[src/rtl/lsu_if.sv]
// rtl/lsu_if.sv - core request/response and dm memory signals of the load/store unit
interface lsu_if;
  logic        req_valid;
  logic        req_ready;
  logic        req_store;
  logic [2:0]  req_funct3;
  logic [31:0] req_addr;
  logic [31:0] req_wdata;
  logic        resp_valid;
  logic        resp_ready;
  logic [31:0] resp_rdata;
  logic        resp_err;
  logic        mem_write;
  logic [31:0] rw_addr;
  logic [31:0] write_data;
  logic [31:0] read_data;

  modport master (
    output req_valid, req_store, req_funct3, req_addr, req_wdata, resp_ready, read_data,
    input  req_ready, resp_valid, resp_rdata, resp_err, mem_write, rw_addr, write_data
  );

  modport slave (
    input  req_valid, req_store, req_funct3, req_addr, req_wdata, resp_ready, read_data,
    output req_ready, resp_valid, resp_rdata, resp_err, mem_write, rw_addr, write_data
  );
endinterface

[src/rtl/lsu.sv]
// rtl/lsu.sv - byte/halfword/word load/store unit over a word-only data memory
module lsu #(
  parameter int MEM_WORDS = 64
) (
  input logic  clk,
  input logic  rst,
  lsu_if.slave bus
);

  typedef enum logic [2:0] {
    IDLE,
    LOAD,
    RMW_RD,
    WRITE,
    RESP
  } state_t;

  localparam logic [31:0] ADDR_LIMIT = 32'(MEM_WORDS * 4);

  state_t      state, next_state;
  logic        store_q;
  logic [2:0]  funct3_q;
  logic [31:0] addr_q;
  logic [15:0] wdata_q;
  logic [31:0] merge_q;
  logic [31:0] rdata_q;
  logic        err_q;

  logic        accept;
  logic        size_ok;
  logic        align_ok;
  logic        req_err;
  logic [7:0]  load_byte;
  logic [15:0] load_half;
  logic [31:0] load_ext;
  logic [31:0] rmw_word;

  assign accept = bus.req_valid & bus.req_ready;

  // Request legality is judged on the live inputs so err_q is known at acceptance.
  always_comb begin
    size_ok  = 1'b0;
    align_ok = 1'b0;
    if (bus.req_store) begin
      size_ok = (bus.req_funct3 == 3'b000) || (bus.req_funct3 == 3'b001) ||
                (bus.req_funct3 == 3'b010);
    end else begin
      size_ok = (bus.req_funct3 != 3'b011) && (bus.req_funct3 != 3'b110) &&
                (bus.req_funct3 != 3'b111);
    end
    case (bus.req_funct3[1:0])
      2'b00:   align_ok = 1'b1;
      2'b01:   align_ok = ~bus.req_addr[0];
      2'b10:   align_ok = (bus.req_addr[1:0] == 2'b00);
      default: align_ok = 1'b0;
    endcase
    req_err = ~size_ok | ~align_ok | (bus.req_addr >= ADDR_LIMIT);
  end

  always_comb begin
    load_byte = 8'h00;
    case (addr_q[1:0])
      2'b00: load_byte = bus.read_data[7:0];
      2'b01: load_byte = bus.read_data[15:8];
      2'b10: load_byte = bus.read_data[23:16];
      2'b11: load_byte = bus.read_data[31:24];
    endcase
    load_half = addr_q[1] ? bus.read_data[31:16] : bus.read_data[15:0];
    case (funct3_q)
      3'b000:  load_ext = {{24{load_byte[7]}}, load_byte};
      3'b001:  load_ext = {{16{load_half[15]}}, load_half};
      3'b100:  load_ext = {24'h000000, load_byte};
      3'b101:  load_ext = {16'h0000, load_half};
      default: load_ext = bus.read_data;
    endcase
  end

  always_comb begin
    rmw_word = bus.read_data;
    if (funct3_q[1:0] == 2'b00) begin
      case (addr_q[1:0])
        2'b00: rmw_word[7:0]   = wdata_q[7:0];
        2'b01: rmw_word[15:8]  = wdata_q[7:0];
        2'b10: rmw_word[23:16] = wdata_q[7:0];
        2'b11: rmw_word[31:24] = wdata_q[7:0];
      endcase
    end else if (addr_q[1]) begin
      rmw_word[31:16] = wdata_q;
    end else begin
      rmw_word[15:0] = wdata_q;
    end
  end

  always_ff @(posedge clk or posedge rst) begin
    if (rst) begin
      state <= IDLE;
    end else begin
      state <= next_state;
    end
  end

  always_comb begin
    next_state = state;
    case (state)
      IDLE: begin
        if (accept) begin
          if (req_err) begin
            next_state = RESP;
          end else if (!bus.req_store) begin
            next_state = LOAD;
          end else if (bus.req_funct3 == 3'b010) begin
            next_state = WRITE;
          end else begin
            next_state = RMW_RD;
          end
        end
      end
      LOAD:    next_state = RESP;
      RMW_RD:  next_state = WRITE;
      WRITE:   next_state = RESP;
      RESP:    if (bus.resp_ready) next_state = IDLE;
      default: next_state = IDLE;
    endcase
  end

  always_ff @(posedge clk or posedge rst) begin
    if (rst) begin
      store_q  <= 1'b0;
      funct3_q <= 3'b000;
      addr_q   <= 32'h0;
      wdata_q  <= 16'h0;
      merge_q  <= 32'h0;
      rdata_q  <= 32'h0;
      err_q    <= 1'b0;
    end else begin
      case (state)
        IDLE: begin
          if (accept) begin
            store_q  <= bus.req_store;
            funct3_q <= bus.req_funct3;
            addr_q   <= bus.req_addr;
            wdata_q  <= bus.req_wdata[15:0];
            rdata_q  <= 32'h0;
            err_q    <= req_err;
            if (bus.req_store && !req_err && bus.req_funct3 == 3'b010) begin
              merge_q <= bus.req_wdata;
            end
          end
        end
        LOAD:    rdata_q <= load_ext;
        RMW_RD:  merge_q <= rmw_word;
        default: ;
      endcase
    end
  end

  // The rst term keeps the write strobe off even before the async reset lands on state.
  assign bus.req_ready  = (state == IDLE) & ~rst;
  assign bus.resp_valid = (state == RESP);
  assign bus.resp_rdata = rdata_q;
  assign bus.resp_err   = err_q;
  assign bus.mem_write  = (state == WRITE) & ~rst;
  assign bus.rw_addr    = {addr_q[31:2], 2'b00};
  assign bus.write_data = merge_q;

endmodule

[src/flat_wrapper.sv]
// flat-port wrapper written by rule: the top's interface ports become plain ports
module lsu_flat 
#(
  parameter int MEM_WORDS = 64
)
  (clk, rst, bus_req_valid, bus_req_store, bus_req_funct3, bus_req_addr, bus_req_wdata, bus_resp_ready, bus_read_data, bus_req_ready, bus_resp_valid, bus_resp_rdata, bus_resp_err, bus_mem_write, bus_rw_addr, bus_write_data);
  lsu_if bus_i ();
  input logic clk;
  input logic rst;
  input wire logic [$bits(bus_i.req_valid)-1:0] bus_req_valid;
  input wire logic [$bits(bus_i.req_store)-1:0] bus_req_store;
  input wire logic [$bits(bus_i.req_funct3)-1:0] bus_req_funct3;
  input wire logic [$bits(bus_i.req_addr)-1:0] bus_req_addr;
  input wire logic [$bits(bus_i.req_wdata)-1:0] bus_req_wdata;
  input wire logic [$bits(bus_i.resp_ready)-1:0] bus_resp_ready;
  input wire logic [$bits(bus_i.read_data)-1:0] bus_read_data;
  output wire logic [$bits(bus_i.req_ready)-1:0] bus_req_ready;
  output wire logic [$bits(bus_i.resp_valid)-1:0] bus_resp_valid;
  output wire logic [$bits(bus_i.resp_rdata)-1:0] bus_resp_rdata;
  output wire logic [$bits(bus_i.resp_err)-1:0] bus_resp_err;
  output wire logic [$bits(bus_i.mem_write)-1:0] bus_mem_write;
  output wire logic [$bits(bus_i.rw_addr)-1:0] bus_rw_addr;
  output wire logic [$bits(bus_i.write_data)-1:0] bus_write_data;
  assign bus_i.req_valid = bus_req_valid;
  assign bus_i.req_store = bus_req_store;
  assign bus_i.req_funct3 = bus_req_funct3;
  assign bus_i.req_addr = bus_req_addr;
  assign bus_i.req_wdata = bus_req_wdata;
  assign bus_i.resp_ready = bus_resp_ready;
  assign bus_i.read_data = bus_read_data;
  assign bus_req_ready = bus_i.req_ready;
  assign bus_resp_valid = bus_i.resp_valid;
  assign bus_resp_rdata = bus_i.resp_rdata;
  assign bus_resp_err = bus_i.resp_err;
  assign bus_mem_write = bus_i.mem_write;
  assign bus_rw_addr = bus_i.rw_addr;
  assign bus_write_data = bus_i.write_data;
  lsu #(.MEM_WORDS(MEM_WORDS)) u_core (.clk(clk), .rst(rst), .bus(bus_i));
endmodule
[config.mk]
export PLATFORM = sky130hd
export DESIGN_NAME = lsu_flat
export DESIGN_NICKNAME = d
export VERILOG_FILES = /design/src/rtl/lsu_if.sv /design/src/rtl/lsu.sv /design/src/flat_wrapper.sv
export SDC_FILE = /design/constraint.sdc
export NUM_CORES = 1
export LEC_CHECK = 0
export CAP_MARGIN = 30
export CORE_ASPECT_RATIO = 1.2
export CORE_MARGIN = 2
export CORE_UTILIZATION = 30
export CTS_CLUSTER_DIAMETER = 100
export DETAILED_ROUTE_END_ITERATION = 10
export MAX_ROUTING_LAYER = met4
export PLACE_DENSITY = 0.68
export SYNTH_ARGS = -nofsm -noshare
export SYNTH_HDL_FRONTEND = slang
export SYNTH_SLANG_ARGS = --single-unit
[constraint.sdc]
create_clock -name clk -period 5 [get_ports clk]
set_input_delay 1 -clock clk [delete_from_list [all_inputs] [get_ports clk]]
set_output_delay 1 -clock clk [all_outputs]
set_load 0.02 [all_outputs]
**Word-level counts from Yosys, hierarchy flattened**

Cells that the tools add are included.

- Order comparisons: 1
- Equal/unequal tests: 20
- Multiplexer cells: 23
- Bitwise gates (word level): 9
- Reduce and logical (&&, ||, !) cells: 21

Operators by type and width:

| operator | number |
|---|---|
| 32-bit two-way mux | 4 |
| 32-bit one-hot mux with 2 select lines | 2 |
| 32-bit one-hot mux with 4 select lines | 1 |
| 16-bit two-way mux | 3 |
| 32-bit by 9-bit greater-or-equal comparator with 1-bit output (second input constant) | 1 |
| 8-bit two-way mux | 4 |
| 8-bit one-hot mux with 4 select lines | 1 |
| 3-bit two-way mux | 4 |
| 3-bit one-hot mux with 4 select lines | 1 |
| 3-bit by 1-bit equality test with 1-bit output (second input constant) | 3 |
| 3-bit by 2-bit equality test with 1-bit output (second input constant) | 3 |
| 3-bit equality test (second input constant) | 3 |
| 3-bit logical NOT | 3 |
| 2-bit logical NOT | 4 |
| 2-bit equality test (second input constant) | 3 |
| 3-bit inequality test (second input constant) | 2 |
| 2-bit AND reduction | 3 |
| 2-bit by 1-bit equality test with 1-bit output (second input constant) | 2 |
| 1-bit logical AND | 4 |
| 2-bit by 1-bit inequality test with 1-bit output (second input constant) | 2 |
| 1-bit inverter | 4 |
| 2-bit nonzero test | 2 |
| 1-bit AND | 3 |
| 3-bit by 2-bit inequality test with 1-bit output (second input constant) | 1 |
| 8 further kinds | 11 |

- Register bits: 119
- Word-level logic and storage cells: 81

**Depth between registers and ports, before layout**

- Depth after elaboration: 13
- Depth in mapped cells: 8
- Mapped depth without buffers: 5

**Least setup slack after synthesis**

OpenSTA, ideal clock, no wires.

- Path kind: input -> register
- Start: input rst
- End: register u_core.rdata_q[21] (netlist: u_core.bus.resp_rdata[21])
- Setup time: 0.121 ns
- Arrival: 4.539 ns
- Data required time: 4.879 ns
- Setup slack: 0.340 ns
- Stages: 6
- Cells stage by stage: inv_1 > a21oi_1 > or3_1 > clkbuf_1 > clkbuf_1 > a22o_1

- Word-level cells in the longest chain between the ends: 5

Ends and longest elaborated chain:

| element | line | text |
|---|---|---|
| from (decl) | flat_wrapper.sv:9 | `input logic rst;` |
| 1-bit inverter | lsu.sv:158 | `assign bus.req_ready = (state == IDLE) & ~rst;` |
| 1-bit AND | lsu.sv:158 |  |
| 1-bit AND | lsu.sv:38 | `assign accept = bus.req_valid & bus.req_ready;` |
| 2-bit by 1-bit inequality test with 1-bit output (no source line) | - |  |
| 2-bit AND reduction (no source line) | - |  |
| to (signal assigned) | lsu.sv:150 | `LOAD: rdata_q <= load_ext;` |
| to (decl) | lsu.sv:26 | `logic [31:0] rdata_q;` |

No other way between the ends.
A chain may end at the register's enable or synchronous reset.

**Final worst setup path**

- Start: input rst
- End: output bus_req_ready

- Word-level cells in the longest chain between the ends: 2

Ends and longest elaborated chain:

| element | line | text |
|---|---|---|
| 1-bit inverter | lsu.sv:158 |  |
| 1-bit AND | lsu.sv:158 |  |
| to (decl) | flat_wrapper.sv:17 | `output wire logic [$bits(bus_i.req_ready)-1:0] bus_req_ready;` |

No other way between the ends.

==> run_results.csv <==
group,metric,value,unit
worst_hold_path,whs_path_depth,1,
sta,maxSlewViolCount,0,
synth,postSynthAreaPerCell,10.34,µm²
synth,ys.flop_type,"dfrtp_1",
global_route,grt_pass1_vias,5310,
synth,synth.mux.area_fraction,11.05,%
floorplanning,boundaryPins,204,
route,drc_errors,0,
synth,synth_enable_flop_cells,0,
place,dp_hpwl,14.62,mm
synth,synth-compound-area-share,17.78,%
synth,synth_fa_ha_area_share,0,%
worst_setup_path,cp.required,4.00,ns
clock_tree,cts_buffer_depth,2,
synth,synth_top_family_by_area,"compound AO/OA/AOI/OAI gates",
worst_setup_path,rr_startpoint,"u_core.addr_q[1]",
sta,finalSetupViolations,0,
synth,ys_warn_count,0,
worst_setup_path,worstSetupPathType,"primary input to output pin",
clock_tree,clock_sinks,119,
synth,synth.distinct_cells,44,
sta,tightest_slew,0.9594,ns
layout,num_antenna_cells,0,
place,numPortBuffers,201,
floorplanning,initial_core_util,30.41,%
floorplanning,dieArea,20890,µm²
clock_tree,htreeDepth,4,
layout,layout_commonest_cell,"clkdlybuf4s50_1",
sta,timing.fmax,280.7,MHz
synth,synth.yosys.seq_area_share,50.26,%
sta,period_needed,3.562,ns
layout,final_cell_mix,"clkdlybuf4s50_1 (201), dfrtp_1 (119), nand2_1 (89)",
sta,setup_tns,0,ns
floorplanning,rows,56,
synth,netlist_area,5924,µm²
floorplanning,dieHeight,157.9,µm
clock_tree,cts-resized-gates,0,
worst_setup_path,r2r-end,"u_core.bus.resp_rdata[29]",
route,vias,5098,
power_and_ir_drop,power,3.127,mW
sta,relSlewSlack,36.04,%
worst_setup_path,cp.arrival,2.56,ns
power_and_ir_drop,p_per_area,365.0,nW/µm²
synth,async_flop_share,100.0,%
route,drt_iter0_drc,334,
worst_hold_path,hp-class,"flip-flop to flip-flop",
clock_tree,clk_pin_slew,0.05,ns
sta,rsz0062_at_grt,"no",
synth,netlist_top_cells_area,"dfrtp_1 (50%), mux2_2 (7.8%), nand2_1 (5.6%)",
global_route,gr-usage-all-layers,19.65,%
synth,synth_top_area_cell,"dfrtp_1",
power_and_ir_drop,max-vdd-ir-drop,0.2320,mV
sta,period_share,71.24,%
synth,ys_ff_latch,119,
sta,hold_violations,0,
layout,drive_gt1_share,13.04,%
clock_tree,cts_tree,"done",
clock_tree,cts_buffers,17,
layout,syn2layout_area_growth,44.60,%
synth,netlist_instances,573,
worst_setup_path,path_max_fanout,4,
global_route,grt_start_max_net_pins,70,
route,ant_nets,0,
layout,fin_nets,835,
floorplanning,die-width,132.3,µm
synth,synth_top_area_share,50.26,%
global_route,grt_overflow,0,
run_status,outcome,"complete, no violations",
worst_setup_path,regToRegSetupSlack,2.04,ns
route,viasPerCell,5.073,
run,max-cap-violations,0,
route,drtPass1Iterations,5,
clock_tree,clk_latency,0.43,ns
worst_setup_path,r2r_cells,5,
synth,yosys.area_share.simple,12.84,%
worst_setup_path,critPathLaunch,"rst",
clock_tree,root_buffer,"clkbuf_16",
route,wl_per_cell,19.47,µm
floorplanning,core_area,19480,µm²
power_and_ir_drop,leakage,3.704,nW
clock_tree,cts_hold_buffers,0,
worst_setup_path,start_kind,"primary input",
global_route,grt_pass1_wl,30.27,mm
synth,synth_xor_xnor_area_share,0,%
global_route,antenna_found_initial,0,
worst_setup_path,end_kind,"output pin",
clock_tree,postCtsSetupRepairBufs,0,
sta,fin_skew,0.01627,ns
route,routed_wl,19.57,mm
worst_hold_path,min_to,"u_core.bus.resp_rdata[13]",
place,routabilityCongestion,0.8652,
worst_hold_path,holdCritStartpoint,"u_core.bus.resp_rdata[13]",
==> metrics by stage <==
| step | std cells | hold slack, ns | setup slack [ns] | util (%) | area, µm² |
|---|---|---|---|---|---|
| 6_report | 1005 | 0.4748 | 1.438 | 43.98 | 8567 |
| 5_1_grt | 1005 | 0.4915 | 1.364 | 43.98 | 8567 |
| 4_1_cts | 1005 | 0.4767 | 1.446 | 43.98 | 8567 |
| 3_5_place_dp | 973 | 0.4639 | 1.112 | 40.74 | 7935 |
| 3_3_place_gp | 972 | 0.4573 | 1.134 | 40.70 | 7928 |
| 2_1_floorplan | 574 | 0.4455 | 0.3398 | - | 5928 |
==> layout make-up <==
type                            count  area, µm²
Fill cell                        1904      10910
Sequential cell                   119       2978
Multi-Input combinational cell    364       2477
Timing Repair Buffer              210       2079
Clock buffer                       20      456.7
Tap cell                          261      326.6
Clock inverter                     12      175.2
Inverter                           19      73.82
==> critical path, cell delays in order <==
cell             delay (ns)
clkdlybuf4s50_1        0.50
nor4_2                 0.35
clkdlybuf4s50_1        0.71
==> flip-flops by register name (all words and copies together), names as in the netlist <==
signal and cells:
u_core.addr_q 32, u_core.bus.resp_err 1, u_core.bus.write_data 32, u_core.wdata_q 16
u_core.bus.resp_rdata 32, u_core.state 3, u_core.funct3_q 3
==> per-layer routing <==
| layer | vias up | track usage (%) | part of all wire (%) |
|---|---|---|---|
| met4 | 0 | 7.220 | 2.2 |
| met3 | 30 | 6.692 | 7.9 |
| met1 | 2496 | 22.49 | 40 |
| met2 | 207 | 32.22 | 50 |
| met5 | - | - | 0 |
| li1 | 2365 | - | - |
==> where the power goes <==
| group | total (mW) | internal (mW) | switching [mW] | leakage, nW |
|---|---|---|---|---|
| Clock | 1.31 | 0.858 | 0.451 | 0.302 |
| Combinational | 0.679 | 0.324 | 0.356 | 1.87 |
| Sequential | 1.14 | 1.05 | 0.0838 | 1.54 |
==> cells by family after synthesis <==
| family | Yosys count |
|---|---|
| and+or+nand+nor | 169 |
| other | 1 |
| DFF | 119 |
| buffers and inverters | 91 |
| AOI/OAI and AO/OA | 134 |
| muxes | 59 |
==> cell usage after synthesis (9+ instances only) <==
library cell	count
dfrtp_1	119
nand2_1	89
mux2_2	41
a221o_1	32
buf_4	32
nor2_1	31
clkbuf_1	29
o21ai_0	27
inv_1	19
mux2i_1	17
a21oi_1	12
a221oi_1	10
nor2b_1	10
o221a_1	10
a21o_1	9
nand3_1	9
==> worst max-delay path by stage <==
stage / end / slack (ns) / cells past startpoint
after floorplan: u_core.bus.resp_rdata[21] / 0.34 / 6
after global placement: u_core.bus.write_data[30] / 1.13 / 6
after detailed placement: u_core.bus.write_data[26] / 1.11 / 6
final: bus_req_ready / 1.44 / 3
after CTS: bus_req_ready / 1.45 / 3
after global routing: bus_req_ready / 1.36 / 3
No activity file was read; power rests on OpenSTA's default activity.
